**src/rtl/mdu_issue_ctrl_if.sv**
```systemverilog
// ---------------------------------------------------------------------------
// mdu_issue_ctrl_if
// Bundles the request-side handshake (E-stage pipeline <-> issue controller)
// and the multicycle-unit bus (issue controller <-> MULT/DIV unit).
//
// Signals
//   req_valid/req_op/req_a/req_b : MDU-class instruction from the E stage
//   req_ready/stall              : acceptance and pipeline freeze
//   rd_data/rd_valid             : mfhi/mflo return path
//   mdu_start/mdu_op/mdu_a/mdu_b : issue to the multicycle unit
//   mdu_busy/mdu_hi/mdu_lo       : status and results from the unit
//
// Modports
//   slave  : the issue controller
//   master : the surrounding pipeline plus the multicycle unit
// ---------------------------------------------------------------------------
interface mdu_issue_ctrl_if;
    logic        req_valid;
    logic [3:0]  req_op;
    logic [31:0] req_a;
    logic [31:0] req_b;
    logic        req_ready;
    logic        stall;
    logic [31:0] rd_data;
    logic        rd_valid;
    logic        mdu_start;
    logic [1:0]  mdu_op;
    logic [31:0] mdu_a;
    logic [31:0] mdu_b;
    logic        mdu_busy;
    logic [31:0] mdu_hi;
    logic [31:0] mdu_lo;

    modport slave (
        input  req_valid, req_op, req_a, req_b, mdu_busy, mdu_hi, mdu_lo,
        output req_ready, stall, rd_data, rd_valid, mdu_start, mdu_op, mdu_a, mdu_b
    );

    modport master (
        output req_valid, req_op, req_a, req_b, mdu_busy, mdu_hi, mdu_lo,
        input  req_ready, stall, rd_data, rd_valid, mdu_start, mdu_op, mdu_a, mdu_b
    );
endinterface

```
**src/rtl/mdu_issue_ctrl.sv**
```systemverilog
// ---------------------------------------------------------------------------
// mdu_issue_ctrl
// Issue controller between the E stage and a multicycle MULT/DIV unit.
// mult/multu/div/divu are latched and issued with a one-cycle mdu_start,
// then the controller waits for mdu_busy to drop and captures HI/LO into
// shadow registers. mthi/mtlo write the shadows directly; mfhi/mflo read
// them back one cycle after acceptance. While an operation is in flight
// every request is stalled.
//
// Parameters
//   TIMEOUT : WAIT cycles before a watchdog abort (watchdog build only)
//
// Ports
//   clk   : rising-edge clock
//   reset : synchronous, active-high reset
//   bus   : mdu_issue_ctrl_if.slave (request, return and unit signals)
//   err   : sticky watchdog-abort flag
//
// Build option
//   MDU_WATCHDOG_TIMEOUT_EN : when defined, a WAIT-cycle counter aborts an
//   operation whose unit is still busy after TIMEOUT cycles and sets err.
//   When undefined there is no counter, WAIT is unbounded and err is 0.
// ---------------------------------------------------------------------------
module mdu_issue_ctrl #(
    parameter int unsigned TIMEOUT = 16
) (
    input  logic              clk,
    input  logic              reset,
    mdu_issue_ctrl_if.slave   bus,
    output logic              err
);

    typedef enum logic [1:0] {
        ST_IDLE  = 2'd0,
        ST_ISSUE = 2'd1,
        ST_WAIT  = 2'd2
    } state_t;

    localparam logic [3:0] OP_MULT  = 4'd1;
    localparam logic [3:0] OP_MULTU = 4'd2;
    localparam logic [3:0] OP_DIV   = 4'd3;
    localparam logic [3:0] OP_DIVU  = 4'd4;
    localparam logic [3:0] OP_MTHI  = 4'd5;
    localparam logic [3:0] OP_MTLO  = 4'd6;
    localparam logic [3:0] OP_MFHI  = 4'd7;
    localparam logic [3:0] OP_MFLO  = 4'd8;

    if (TIMEOUT < 1) begin : g_timeout_chk
        $error("mdu_issue_ctrl: TIMEOUT must be at least 1");
    end

    state_t      state_q, state_d;
    logic        wait_armed_q, wait_armed_d;

    logic        mdu_start_q;
    logic [1:0]  mdu_op_q;
    logic [31:0] mdu_a_q;
    logic [31:0] mdu_b_q;
    logic [31:0] hi_q;
    logic [31:0] lo_q;
    logic [31:0] rd_data_q;
    logic        rd_valid_q;

    logic        req_ready_s;
    logic        accept_s;
    logic        is_muldiv_s;
    logic        is_mthi_s;
    logic        is_mtlo_s;
    logic        is_mfhi_s;
    logic        is_mflo_s;
    logic        wait_done_s;
    logic        wait_abort_s;

    // Opcode decode and request acceptance
    always_comb begin
        is_muldiv_s = (bus.req_op == OP_MULT) || (bus.req_op == OP_MULTU) ||
                      (bus.req_op == OP_DIV)  || (bus.req_op == OP_DIVU);
        is_mthi_s   = (bus.req_op == OP_MTHI);
        is_mtlo_s   = (bus.req_op == OP_MTLO);
        is_mfhi_s   = (bus.req_op == OP_MFHI);
        is_mflo_s   = (bus.req_op == OP_MFLO);
        // Every opcode, including unused ones, is taken in IDLE so that an
        // unknown code never freezes the pipeline; nothing is taken in reset.
        if (!reset && bus.req_valid && (state_q == ST_IDLE)) begin
            req_ready_s = 1'b1;
        end else begin
            req_ready_s = 1'b0;
        end
        accept_s = req_ready_s;
    end

    // Busy is ignored in the first WAIT cycle: the unit may raise it one
    // cycle after seeing mdu_start, so a low busy there means nothing yet.
    assign wait_done_s = (state_q == ST_WAIT) && wait_armed_q && !bus.mdu_busy;

`ifdef MDU_WATCHDOG_TIMEOUT_EN
    localparam int unsigned CNT_W = $clog2(TIMEOUT + 1);

    logic [CNT_W-1:0] wdog_cnt_q, wdog_cnt_d;
    logic             err_q;

    // wdog_cnt_q holds the number of WAIT cycles already completed, so the
    // abort fires in the TIMEOUT-th WAIT cycle if the unit is still busy.
    assign wait_abort_s = (state_q == ST_WAIT) && !wait_done_s &&
                          (wdog_cnt_q == CNT_W'(TIMEOUT - 1));

    // Watchdog counter next state: counts consecutive WAIT cycles
    always_comb begin
        if ((state_q == ST_WAIT) && (state_d == ST_WAIT)) begin
            wdog_cnt_d = wdog_cnt_q + {{(CNT_W-1){1'b0}}, 1'b1};
        end else begin
            wdog_cnt_d = {CNT_W{1'b0}};
        end
    end

    // Watchdog counter and sticky error flag
    always_ff @(posedge clk) begin
        if (reset) begin
            wdog_cnt_q <= {CNT_W{1'b0}};
            err_q      <= 1'b0;
        end else begin
            wdog_cnt_q <= wdog_cnt_d;
            if (wait_abort_s) begin
                err_q <= 1'b1;
            end
        end
    end

    assign err = err_q;
`else
    assign wait_abort_s = 1'b0;
    assign err          = 1'b0;
`endif

    // FSM next-state logic
    always_comb begin
        state_d      = state_q;
        wait_armed_d = 1'b0;
        case (state_q)
            ST_IDLE: begin
                if (accept_s && is_muldiv_s) begin
                    state_d = ST_ISSUE;
                end else begin
                    state_d = ST_IDLE;
                end
            end
            ST_ISSUE: begin
                state_d = ST_WAIT;
            end
            ST_WAIT: begin
                if (wait_done_s || wait_abort_s) begin
                    state_d = ST_IDLE;
                end else begin
                    state_d      = ST_WAIT;
                    wait_armed_d = 1'b1;
                end
            end
            default: begin
                state_d = ST_IDLE;
            end
        endcase
    end

    // FSM state register
    always_ff @(posedge clk) begin
        if (reset) begin
            state_q      <= ST_IDLE;
            wait_armed_q <= 1'b0;
        end else begin
            state_q      <= state_d;
            wait_armed_q <= wait_armed_d;
        end
    end

    // Issue pulse and latched operands; operands hold until the next issue
    always_ff @(posedge clk) begin
        if (reset) begin
            mdu_start_q <= 1'b0;
            mdu_op_q    <= 2'd0;
            mdu_a_q     <= 32'd0;
            mdu_b_q     <= 32'd0;
        end else begin
            mdu_start_q <= accept_s && is_muldiv_s;
            if (accept_s && is_muldiv_s) begin
                // Request codes 1..4 map onto unit codes 0..3.
                mdu_op_q <= bus.req_op[1:0] - 2'd1;
                mdu_a_q  <= bus.req_a;
                mdu_b_q  <= bus.req_b;
            end
        end
    end

    // HI/LO shadows: unit results on completion, mthi/mtlo otherwise.
    // Both cannot happen together because nothing is accepted in WAIT.
    always_ff @(posedge clk) begin
        if (reset) begin
            hi_q <= 32'd0;
            lo_q <= 32'd0;
        end else if (wait_done_s) begin
            hi_q <= bus.mdu_hi;
            lo_q <= bus.mdu_lo;
        end else if (accept_s && is_mthi_s) begin
            hi_q <= bus.req_a;
        end else if (accept_s && is_mtlo_s) begin
            lo_q <= bus.req_a;
        end
    end

    // mfhi/mflo return path, valid for one cycle after acceptance
    always_ff @(posedge clk) begin
        if (reset) begin
            rd_data_q  <= 32'd0;
            rd_valid_q <= 1'b0;
        end else begin
            rd_valid_q <= accept_s && (is_mfhi_s || is_mflo_s);
            if (accept_s && is_mfhi_s) begin
                rd_data_q <= hi_q;
            end else if (accept_s && is_mflo_s) begin
                rd_data_q <= lo_q;
            end
        end
    end

    assign bus.req_ready = req_ready_s;
    assign bus.stall     = bus.req_valid && !req_ready_s;
    assign bus.mdu_start = mdu_start_q;
    assign bus.mdu_op    = mdu_op_q;
    assign bus.mdu_a     = mdu_a_q;
    assign bus.mdu_b     = mdu_b_q;
    assign bus.rd_data   = rd_data_q;
    assign bus.rd_valid  = rd_valid_q;

endmodule

```
**src/flat_wrapper.sv**
```systemverilog
// flat-port wrapper written by rule: the top's interface ports become plain ports
module mdu_issue_ctrl_flat 
#(
    parameter int unsigned TIMEOUT = 16
)
  (clk, reset, err, bus_req_valid, bus_req_op, bus_req_a, bus_req_b, bus_mdu_busy, bus_mdu_hi, bus_mdu_lo, bus_req_ready, bus_stall, bus_rd_data, bus_rd_valid, bus_mdu_start, bus_mdu_op, bus_mdu_a, bus_mdu_b);
  mdu_issue_ctrl_if bus_i ();
  input  logic clk;
  input  logic reset;
  output logic err;
  input wire logic [$bits(bus_i.req_valid)-1:0] bus_req_valid;
  input wire logic [$bits(bus_i.req_op)-1:0] bus_req_op;
  input wire logic [$bits(bus_i.req_a)-1:0] bus_req_a;
  input wire logic [$bits(bus_i.req_b)-1:0] bus_req_b;
  input wire logic [$bits(bus_i.mdu_busy)-1:0] bus_mdu_busy;
  input wire logic [$bits(bus_i.mdu_hi)-1:0] bus_mdu_hi;
  input wire logic [$bits(bus_i.mdu_lo)-1:0] bus_mdu_lo;
  output wire logic [$bits(bus_i.req_ready)-1:0] bus_req_ready;
  output wire logic [$bits(bus_i.stall)-1:0] bus_stall;
  output wire logic [$bits(bus_i.rd_data)-1:0] bus_rd_data;
  output wire logic [$bits(bus_i.rd_valid)-1:0] bus_rd_valid;
  output wire logic [$bits(bus_i.mdu_start)-1:0] bus_mdu_start;
  output wire logic [$bits(bus_i.mdu_op)-1:0] bus_mdu_op;
  output wire logic [$bits(bus_i.mdu_a)-1:0] bus_mdu_a;
  output wire logic [$bits(bus_i.mdu_b)-1:0] bus_mdu_b;
  assign bus_i.req_valid = bus_req_valid;
  assign bus_i.req_op = bus_req_op;
  assign bus_i.req_a = bus_req_a;
  assign bus_i.req_b = bus_req_b;
  assign bus_i.mdu_busy = bus_mdu_busy;
  assign bus_i.mdu_hi = bus_mdu_hi;
  assign bus_i.mdu_lo = bus_mdu_lo;
  assign bus_req_ready = bus_i.req_ready;
  assign bus_stall = bus_i.stall;
  assign bus_rd_data = bus_i.rd_data;
  assign bus_rd_valid = bus_i.rd_valid;
  assign bus_mdu_start = bus_i.mdu_start;
  assign bus_mdu_op = bus_i.mdu_op;
  assign bus_mdu_a = bus_i.mdu_a;
  assign bus_mdu_b = bus_i.mdu_b;
  mdu_issue_ctrl #(.TIMEOUT(TIMEOUT)) u_core (.clk(clk), .reset(reset), .bus(bus_i), .err(err));
endmodule
```
**config.mk**
```make
export PLATFORM = sky130hd
export DESIGN_NAME = mdu_issue_ctrl_flat
export DESIGN_NICKNAME = d
export VERILOG_FILES = /design/src/rtl/mdu_issue_ctrl_if.sv /design/src/rtl/mdu_issue_ctrl.sv /design/src/flat_wrapper.sv
export SDC_FILE = /design/constraint.sdc
export NUM_CORES = 1
export LEC_CHECK = 0
export ABC_AREA = 1
export CORE_ASPECT_RATIO = 1.25
export CORE_MARGIN = 8
export CORE_UTILIZATION = 53
export DETAILED_ROUTE_END_ITERATION = 16
export PLACE_DENSITY = 0.87
export SLEW_MARGIN = 25
export SYNTH_ARGS = -nofsm -noshare
export SYNTH_HDL_FRONTEND = slang
export SYNTH_SLANG_ARGS = --single-unit
```
**constraint.sdc**
```tcl
create_clock -name clk -period 2.2 [get_ports clk]
set_input_delay 0.33 -clock clk [delete_from_list [all_inputs] [get_ports clk]]
set_output_delay 0.33 -clock clk [all_outputs]
set_load 0.05 [all_outputs]
```
==> impl_results.md, run 1 <==
* Status: finished clean
* Final Max Slew Viols at 0
* Area growth, synth to finish at 37.19%
* Skew-Pair Late Insertion Delay at around 440 ps
* CTS buffer count at 17
* Initial core utilization at 53.77%
* Share of Yosys cell area claimed by the top area cell type at 38.53%
* Delay-heaviest family, CP: buffers and inverters
* Synth area leader: dfxtp_1
* Distinct cell type count after synthesis at 20
* Critical Path AT at 1630 ps
* IO Count at 239
* First-pass GRT wire length at 42,260 um
* Number of remaining DRC errors at 0
* DRT Pass-1 Iters at 5
* Critical path peak fanout at 2
* Post-cts hold buffer count at 0
* Reg2reg start: u_core.state_q[0]
* Power Total at 7558 uW
* Hold Path Class: reg -> reg
* Leak at a little over 0.006 uW
* Total of max-cap violations at 0
* Routed wire length per instance at 14.06 um
* 1st-iter DRT viols at approximately 700
* Post-DP Area at 11,240 um2
* Site Rows at 52
* DP HPWL at around 18,000 um
* Slowest CP cell: clkdlybuf4s50_1
* Multi-input gate area at 3776 um2
* # H-tree levels at 4
* Die Height at 159.0 um
* Layout Cells excl Fill at approximately 1,900
* Setup crit end kind: output pin
* Synth area leaders: dfxtp_1, nand2_1, inv_1
* Final core occ at 73.77%
* Sequential area share after synthesis at 38.53%
* CTS max path bufs at 2
* RePlAce Congestion at 0.8976
* Synthesized Nets at 1,608
* Final Hold Fails at 0
* Register Area at 3343 um2
* Postcts setup bufs at 0
* Post-DRT Antenna Nets at 0
* Drt via density at 4.767
* Cell Area, Synth at 8676 um2
* Hold Startpoint: u_core.state_q[1]
* CP Launch Type: flip-flop
* Post-Synthesis Cells at 1,468
* CP max stage delay at between 800 and 900 ps
* Fmax achieved at 509.2 MHz
* Clock Tree Root: clkbuf_16
* FF-to-FF End: u_core.bus.rd_data[19]
* Unrepaired setup endpoints after global routing: false
* Clock sink count at 167
* TNS Setup at 0 ps
* Vias post-DR at between 9,000 and 10,000
* Slew Limit Headroom at between 40% and 50%
* Worst path cell trace: clkdlybuf4s50_1
* Levels on crit path at 1
* Largest net degree at the start of global routing at 163
* CP Class: reg -> out
* Gr ovfl total at 0
* Share of layout cells above drive strength 1 at under 10%
* Worst Path Buf+Inv at 1
* Worst Path Required at 1870 ps
* Maximum VDD drop at between 0.4 and 0.5 mV
* Yosys reg bits at 167
* Period utilization at 89.26%
* CTS tree: built
* Buffers on Ports at around 240
* Clock slew seen by the registers of the worst setup and hold paths at 60 ps
* Setup violations, final at 0
* Total GRT Usage at 25.43%
* Final wirelength at ~27,000 um
* Post-layout minimum cycle time at 1964 ps
* Layout net count at roughly 1,800
* Die area at 20,750 um2
* Crit path launch: u_core.bus.mdu_a[12]
* CTS resizes at 0
* Vias in the first global route at roughly 8,600
* Yosys Warn Count at 0
* Syn avg cell area at 5.910 um2
* CP endpoint: bus_mdu_a[12]
* R2R cell count at 6
* Final clock skew at 12.78 ps
* Fill count at between 1,000 and 1,500
* Pwr dens at 635.0 nW/um2
* Placed insts at 1,859
* Initial antenna violation count at 5
* Finished Cell Area at about 12,000 um2
* Die width at 130.4 um
* Worst reg2reg setup slack at 650 ps
* Worst-Margin Slew at between 700 and 800 ps
* Core box area at 16,140 um2
==> worst min-delay path by stage <==
| stage | end | slack, ps | cells after the start |
|---|---|---|---|
| finish | u_core.state_q[1] | 500 | 1 |
| global route | u_core.bus.rd_data[3] | 540 | 4 |
| CTS | u_core.state_q[1] | 500 | 1 |
| detailed placement | u_core.state_q[1] | 490 | 1 |
| global placement | u_core.state_q[1] | 490 | 1 |
| floorplan | u_core.state_q[1] | 420 | 1 |
==> power breakdown <==
| part | internal, uW | switching, uW | leakage [uW] |
|---|---|---|---|
| sequential | 3100 | 38.2 | 0.00135 |
| combinational | 474 | 665 | 0.00450 |
| clock | 1980 | 1300 | 0.000309 |
| total | 5550 | 2000 | 0.00616 |
==> cells in the mapped netlist <==
master and n:
nand3_1 168, clkbuf_1 26, buf_1 6, o21ai_1 1, nand2_2 1, ha_1 4, buf_6 3, nand3_2 1
o31ai_1 1, nor2_1 169, conb_1 1, dfxtp_1 167, buf_2 51, nor2_2 2, a21oi_1 64, nor2_4 2
inv_1 296, nand2_1 491, inv_2 13, buf_4 1
==> final cells by class <==
class                   instances  share of cell area, %
inverters                     309                  9.766
clock buffers                  19                  3.805
well taps                     216                  2.271
diodes                          5                 0.1051
clock inverters                13                  1.619
multi-input cells             905                  31.72
repair buffers                262                  22.62
flip-flops and latches        167                  28.09
==> placed cells by master, fill, tap and decap left out <==
cell type | Yosys | routed
clkinv_2 | 0 | 2
clkinvlp_4 | 0 | 3
diode_2 | 0 | 5
nand2_4 | 0 | 1
clkdlybuf4s50_1 | 0 | 235
nor2_1 | 169 | 168
nand2_1 | 491 | 490
clkinv_4 | 0 | 1
o31ai_1 | 1 | 1
bufinv_16 | 0 | 4
inv_2 | 13 | 12
inv_1 | 296 | 296
buf_12 | 0 | 11
nand3_1 | 168 | 167
conb_1 | 1 | 1
inv_4 | 0 | 1
dfxtp_1 | 167 | 167
nand3_2 | 1 | 2
nor2_4 | 2 | 3
buf_4 | 1 | 16
clkbuf_16 | 0 | 17
nor2_2 | 2 | 2
inv_6 | 0 | 1
o21ai_1 | 1 | 1
clkbuf_8 | 0 | 2
a21oi_1 | 64 | 64
ha_1 | 4 | 4
nand2_2 | 1 | 1
inv_8 | 0 | 2
==> through the flow <==
step | hold slack (ps) | setup WS (ps)
finish | 498.7 | 236.2
global route | 537.3 | 179.9
CTS | 499.3 | 229.7
detailed placement | 492.5 | 16.88
global placement | 485.9 | 127.2
floorplan | 421.6 | 569.4
==> cells by family (layout without fill, tap and decap cells) <==
| group | count (synthesis) | after routing | share of synthesized area, % |
|---|---|---|---|
| AND/OR/NAND/NOR | 834 | 834 | 38.84 |
| flip-flops | 167 | 167 | 38.53 |
| other | 1 | 6 | 0.04322 |
| AO/OA/AOI/OAI | 66 | 66 | 3.836 |
| adder cells (fa/ha/maj) | 4 | 4 | 0.5769 |
| buffers and inverters | 396 | 603 | 18.17 |
==> metal layers <==
metal / track usage, % / part of all wire [%]
met3: 6.803 / 8.2
met1: 29.91 / 39
met5: 0 / 0
met2: 41.16 / 49
met4: 13.29 / 3.8
==> registers in the layout, summed over array words and instances, names as in the netlist <==
signal and flops:
u_core.bus.mdu_a 32, u_core.bus.mdu_b 32, u_core.bus.mdu_op 2, u_core.bus.mdu_start 1, u_core.bus.rd_data 32, u_core.bus.rd_valid 1
u_core.hi_q 32, u_core.lo_q 32, u_core.state_q 2, u_core.wait_armed_q 1
Power figures use the tool's default switching activity.
==> inputs of run 2 (changes only) <==
--- a/config.mk
+++ b/config.mk
@@ -6,6 +6,7 @@
 export NUM_CORES = 1
 export LEC_CHECK = 0
 export ABC_AREA = 1
+export CAP_MARGIN = 20
 export CORE_ASPECT_RATIO = 1.25
 export CORE_MARGIN = 8
 export CORE_UTILIZATION = 53
==> results of run 2 <==
Final layout, timing and power as in run 1 (identical DEF).
==> inputs of run 3 (changes only) <==
--- a/config.mk
+++ b/config.mk
@@ -12,6 +12,7 @@
 export CORE_UTILIZATION = 53
 export DETAILED_ROUTE_END_ITERATION = 16
 export PLACE_DENSITY = 0.87
+export SKIP_LAST_GASP = 1
 export SLEW_MARGIN = 25
 export SYNTH_ARGS = -nofsm -noshare
 export SYNTH_HDL_FRONTEND = slang
==> results of run 3 <==
Final layout, timing and power as in run 1 (identical DEF).
